==> config.mk <==
export PLATFORM = sky130hd
export DESIGN_NAME = uart_receiver
export DESIGN_NICKNAME = d
export VERILOG_FILES = /design/src/rtl/uart_defs.sv /design/src/rtl/uart_baud_tick.sv /design/src/rtl/uart_receiver.sv
export SDC_FILE = /design/constraint.sdc
export NUM_CORES = 1
export LEC_CHECK = 0
export ABC_CLOCK_PERIOD_IN_PS = 2000
export BUFFER_PORTS_ARGS = -buffer_cell sky130_fd_sc_hd__buf_2
export CAP_MARGIN = 30
export CORE_MARGIN = 2
export CORE_UTILIZATION = 44
export CTS_BUF_LIST = sky130_fd_sc_hd__clkbuf_4 sky130_fd_sc_hd__clkbuf_8
export DETAILED_ROUTE_END_ITERATION = 16
export PLACE_DENSITY = 0.64
export SLEW_MARGIN = 20
export SYNTH_ARGS = -nofsm -noshare
export SYNTH_HDL_FRONTEND = slang
export SYNTH_HIERARCHICAL = 1
export SYNTH_SLANG_ARGS = --single-unit
==> constraint.sdc <==
create_clock -name clk -period 2 [get_ports clk]
set_input_delay 0.1 -clock clk [delete_from_list [all_inputs] [get_ports clk]]
set_output_delay 0.1 -clock clk [all_outputs]
set_load 0.02 [all_outputs]
==> src/rtl/uart_defs.sv <==
// 8N1 UART definitions: frame constants, receiver state encoding and baud divider math.
package uart_defs;

  localparam int DATA_BITS = 8;
  localparam int STOP_BITS = 1;

  typedef enum logic [2:0] {
    ST_IDLE,
    ST_START,
    ST_DATA,
    ST_STOP,
    ST_BREAK
  } rx_state_e;

  // Clocks per oversample tick, truncated.
  function automatic int calc_div(input int clk_freq, input int baud, input int oversample);
    return clk_freq / (baud * oversample);
  endfunction

endpackage

==> src/rtl/uart_baud_tick.sv <==
// Free-running clock divider; emits a one-clock tick every DIV clocks while restart is low.
module uart_baud_tick #(
  parameter int DIV = 651
) (
  input  logic clk,
  input  logic reset,
  input  logic restart,
  output logic tick
);

  localparam int CW = (DIV > 1) ? $clog2(DIV) : 1;

  logic [CW-1:0] cnt;

  always_ff @(posedge clk) begin
    if (!reset || restart) cnt <= '0;
    else                   cnt <= (cnt == CW'(DIV - 1)) ? '0 : cnt + 1'b1;
  end

  assign tick = !restart && (cnt == CW'(DIV - 1));

endmodule

==> src/rtl/uart_receiver.sv <==
// 8N1 UART receiver: synchronises RxD, samples mid-bit at OVERSAMPLE x baud, strobes valid/frame_err.
module uart_receiver
  import uart_defs::*;
#(
  parameter int CLK_FREQ   = 100_000_000,
  parameter int BAUD       = 9600,
  parameter int OVERSAMPLE = 16
) (
  input  logic                 clk,
  input  logic                 reset,
  input  logic                 RxD,
  output logic [DATA_BITS-1:0] data,
  output logic                 valid,
  output logic                 frame_err,
  output logic                 busy
);

  localparam int DIV = calc_div(CLK_FREQ, BAUD, OVERSAMPLE);
  localparam int TW  = $clog2(OVERSAMPLE);
  localparam int BW  = $clog2(DATA_BITS);

  logic [1:0]           sync;
  logic                 rx_s;
  rx_state_e            state;
  logic [TW-1:0]        tick_cnt;
  logic [BW-1:0]        bit_cnt;
  logic [DATA_BITS-1:0] shreg;
  logic                 restart, tick, sample;

  assign rx_s    = sync[1];
  assign restart = (state == ST_IDLE);
  assign sample  = tick && (tick_cnt == TW'(OVERSAMPLE / 2 - 1));

  uart_baud_tick #(.DIV(DIV)) u_baud_tick (
    .clk     (clk),
    .reset   (reset),
    .restart (restart),
    .tick    (tick)
  );

  always_ff @(posedge clk) begin
    if (!reset) begin
      sync      <= 2'b11;
      state     <= ST_IDLE;
      tick_cnt  <= '0;
      bit_cnt   <= '0;
      shreg     <= '0;
      data      <= '0;
      valid     <= 1'b0;
      frame_err <= 1'b0;
      busy      <= 1'b0;
    end else begin
      sync      <= {sync[0], RxD};
      valid     <= 1'b0;
      frame_err <= 1'b0;
      if (tick) tick_cnt <= (tick_cnt == TW'(OVERSAMPLE - 1)) ? '0 : tick_cnt + 1'b1;
      case (state)
        ST_IDLE: begin
          tick_cnt <= '0;
          bit_cnt  <= '0;
          if (!rx_s) begin
            state <= ST_START;
            busy  <= 1'b1;
          end
        end
        ST_START: if (sample) begin
          // Line back high at mid-start-bit: a glitch, not a frame.
          if (!rx_s) state <= ST_DATA;
          else begin
            state <= ST_IDLE;
            busy  <= 1'b0;
          end
        end
        ST_DATA: if (sample) begin
          shreg   <= {rx_s, shreg[DATA_BITS-1:1]};
          bit_cnt <= bit_cnt + 1'b1;
          if (bit_cnt == BW'(DATA_BITS - 1)) state <= ST_STOP;
        end
        ST_STOP: if (sample) begin
          data <= shreg;
          if (rx_s) begin
            valid <= 1'b1;
            state <= ST_IDLE;
            busy  <= 1'b0;
          end else begin
            frame_err <= 1'b1;
            state     <= ST_BREAK;
          end
        end
        ST_BREAK: if (rx_s) begin
          state <= ST_IDLE;
          busy  <= 1'b0;
        end
        default: begin
          state <= ST_IDLE;
          busy  <= 1'b0;
        end
      endcase
    end
  end

endmodule

==> results.toml <==
[global_routing]
grt_pass1_vias = 1359
grt_pass1_wl_mm = 6.09
grt_usage = 0.181
grt_remaining_overflow = 0
grt_max_degree = 30
antenna_found_initial = 0

[setup_path]
endpoint_kind = "flop"
path_max_fanout = 5
rr_worst_depth = 10
arrival_ns = 2.17
crit_chain = "inv_2, ha_1, nand4bb_1, nor4_2, nor2b_2, buf_4, buf_4, nand2_2, or3_4, a21oi_2"
startpoint_type = "flop"
slowest_delay_ns = 0.37
regToRegStartpoint = "u_baud_tick/cnt[0]$_SDFF_PP0_"
path_common_cell = "buf_4"
timing.rr.end = "tick_cnt[3]$_SDFFE_PP0P_"
reg2reg_slack_ns = 0.07
crit_slowest_cell = "or3_4"
worstSetupPathType = "flop to flop"
required_ns = 2.23

[drt]
routed.top_layer = "met4"
wl_met3_um = 97
wire_per_inst_um = 14.1
drt_iter0_drc = 73
num_vias = 1463
met2_length_mm = 1.99
routed_wl_mm = 3.79
ant_nets = 0
drt_pre_antenna_iters = 4
drcViolationCount = 0
viasPerCell = 5.44
wl_met1_mm = 1.62

[synth]
ys.flop_type = "dfxtp_1"
ys_ff_latch = 41
synth_area_per_cell_um2 = 9.38
async_reset_ff_frac = 0
ys_seq_area_frac = 0.458
synth_cell_types = 42
synth_edf_count = 0
synthCells = 191
syn_area_mm2 = 0.00179
synthesis.nets = 199
synth_warnings = 6

[sta]
rsz0062_at_grt = "yes"
max_slew_margin = 0.715
max_freq_mhz = 517
skew_ns = 0.00634
min_period_ns = 1.93
setup_violations = 0
whs_ns = 0.159
drv_slew = 0
tightest_slew_ns = 0.428
hold_viol = 0
fin_crit_sh = 0.967

[pwr]
power.leakage_nw = 0.863
power.total_mw = 1.57
ir_worst_vdd_mv = 0.395
pwr-share-seq = 0.526
power.density_mw_per_mm2 = 708
pwr-share-comb = 0.029
internal_power_mw = 1.24
power.switching_mw = 0.324
swShare = 0.206
clkPwrFrac = 0.445

[cts]
cts_buffers = 5
clockRootBuffer = "clkbuf_8"
cts_tree = "built"
htree_levels = 2
numClockSinks = 41
cts_buffer_depth = 2
cts.clk_slew.worst_paths_ns = 0.08
insertion_delay_ns = 0.30
postCtsSetupBuffers = 0

[min_path]
hold_path.class = "input pin to flop"
hold_start = "reset"
whs_endpoint = "tick_cnt[3]$_SDFFE_PP0P_"
whs_path_depth = 3

[layout]
drive_gt1_frac = 0.260
fin_area_mm2 = 0.00222
area_growth_pct = 23.7
fin_nets = 226
diodes = 0

[placement]
dp_hpwl_mm = 2.66
place.gp.congestion = 0.773
port_buffers = 13
placed_cell_area_mm2 = 0.00200

[floorplanning]
core_area_mm2 = 0.00397
row_count = 23
start_util = 0.451
fp.dieW_um = 67.8
pin_count = 14
die-area_mm2 = 0.00460
die_h_um = 67.8

[outcome]
status = "complete, no violations"

[flow_run]
maxCapViolCount = 0
layout by cell type (no fill, tap or decap), types with 2 or more instances in the layout:
master,n
a211oi_1,5
a21boi_1,7
a21oi_1,4
buf_12,2
buf_2,13
buf_4,14
clkbuf_8,6
dfxtp_1,40
ha_1,5
inv_1,3
mux2i_1,9
nand2_1,17
nand2b_1,8
nand3_1,13
nand3b_1,3
nand4_2,2
nor2_1,6
nor3_1,6
o21ai_0,6
o21ai_1,7
o22ai_2,2
or3_1,4
xnor2_1,2
xor2_1,2
worst max-delay path: cells and delay by family, from the launching register on:
family / cells / cell delay, ns
compound gates: 1 / 0.13
fa+ha+maj: 1 / 0.13
buf+inv: 3 / 0.28
flops: 1 / 0.33
simple gates: 5 / 1.00
per-layer routing:
metal  track usage  vias to the layer above
met5             0                        -
li1              -                      741
met1         0.201                      690
met3        0.0428                        8
met2         0.321                       24
met4        0.0900                        0
cells by family after synthesis:
| group | share of synthesized area |
|---|---|
| and+or+nand+nor | 0.238 |
| DFF | 0.458 |
| xor gates and xnor gates | 0.0196 |
| AOI/OAI and AO/OA | 0.152 |
| buffers and inverters | 0.0475 |
| muxes | 0.0503 |
| adders and majority gates | 0.0349 |
Yosys cell counts (6+ instances only):
cell type,n,share of area
dfxtp_1,41,0.46
mux2i_1,9,0.050
nand2_1,18,0.038
nand2b_1,8,0.028
nand3_1,13,0.036
nor2_1,6,0.013
nor3_1,6,0.017
o21ai_0,14,0.039
how the worst max path moves through the flow:
stage / slack (ns) / to / cells after the start / from
2_1_floorplan: 0.1 / shreg[1]$_SDFFE_PN0P_ / 11 / u_baud_tick/cnt[0]$_SDFF_PP0_
6_report: 0.07 / tick_cnt[3]$_SDFFE_PP0P_ / 10 / u_baud_tick/cnt[0]$_SDFF_PP0_
3_5_place_dp: -0.09 / frame_err$_SDFF_PN0_ / 9 / u_baud_tick/cnt[0]$_SDFF_PP0_
3_3_place_gp: 0.08 / busy$_SDFFE_PN0P_ / 9 / u_baud_tick/cnt[0]$_SDFF_PP0_
5_1_grt: -0.06 / state[0]$_SDFFE_PN0P_ / 9 / u_baud_tick/cnt[0]$_SDFF_PP0_
4_1_cts: 0.05 / frame_err$_SDFF_PN0_ / 9 / u_baud_tick/cnt[0]$_SDFF_PP0_
flip-flops by register name (all words and copies together) (netlist names):
| register | flops |
|---|---|
| shreg | 8 |
| tick_cnt | 4 |
| frame_err | 1 |
| data | 8 |
| state | 3 |
| sync | 2 |
| busy | 1 |
| valid | 1 |
| u_baud_tick/cnt | 10 |
| bit_cnt | 3 |
power groups by stage:
| stage | Clock, mW | Combinational [mW] | Sequential [mW] |
|---|---|---|---|
| after floorplan | 0 | 0.0280 | 0.845 |
| after global placement | 0 | 0.0401 | 0.843 |
| after detailed placement | 0 | 0.0418 | 0.844 |
| after CTS | 0.707 | 0.0438 | 0.824 |
| after global routing | 0.746 | 0.0512 | 0.825 |
| final | 0.698 | 0.0457 | 0.825 |
area by class of cell:
cell class / count / area [µm²]
inverter: 4 / 15.0
fill: 362 / 1760
multi-input combinational: 134 / 940
sequential: 41 / 822
timing repair buffer: 32 / 256
clock buffer: 6 / 82.6
tap: 50 / 62.6
clock inverter: 2 / 37.5
stage by stage:
step                      setup WS (ns)  cells  setup TNS, ns  utilization
after floorplan                  0.0997    191              0            -
after global placement           0.0822    259              0        0.504
after detailed placement        -0.0854    259         -0.238        0.504
after CTS                        0.0458    268              0        0.539
after global routing            -0.0586    269         -0.392        0.558
final                            0.0654    269              0        0.558
what timing repair did:
| action | CTS | global route |
|---|---|---|
| endpoints found under the setup margin | 9 | 18 |
| pin swaps | 1 | 1 |
| cloned | 0 | 1 |
| gates resized for setup | 3 | 23 |
| hold buffers | 1 | 0 |
| endpoints found under the hold margin | 1 | 0 |
(Power assumes the default switching activity.)
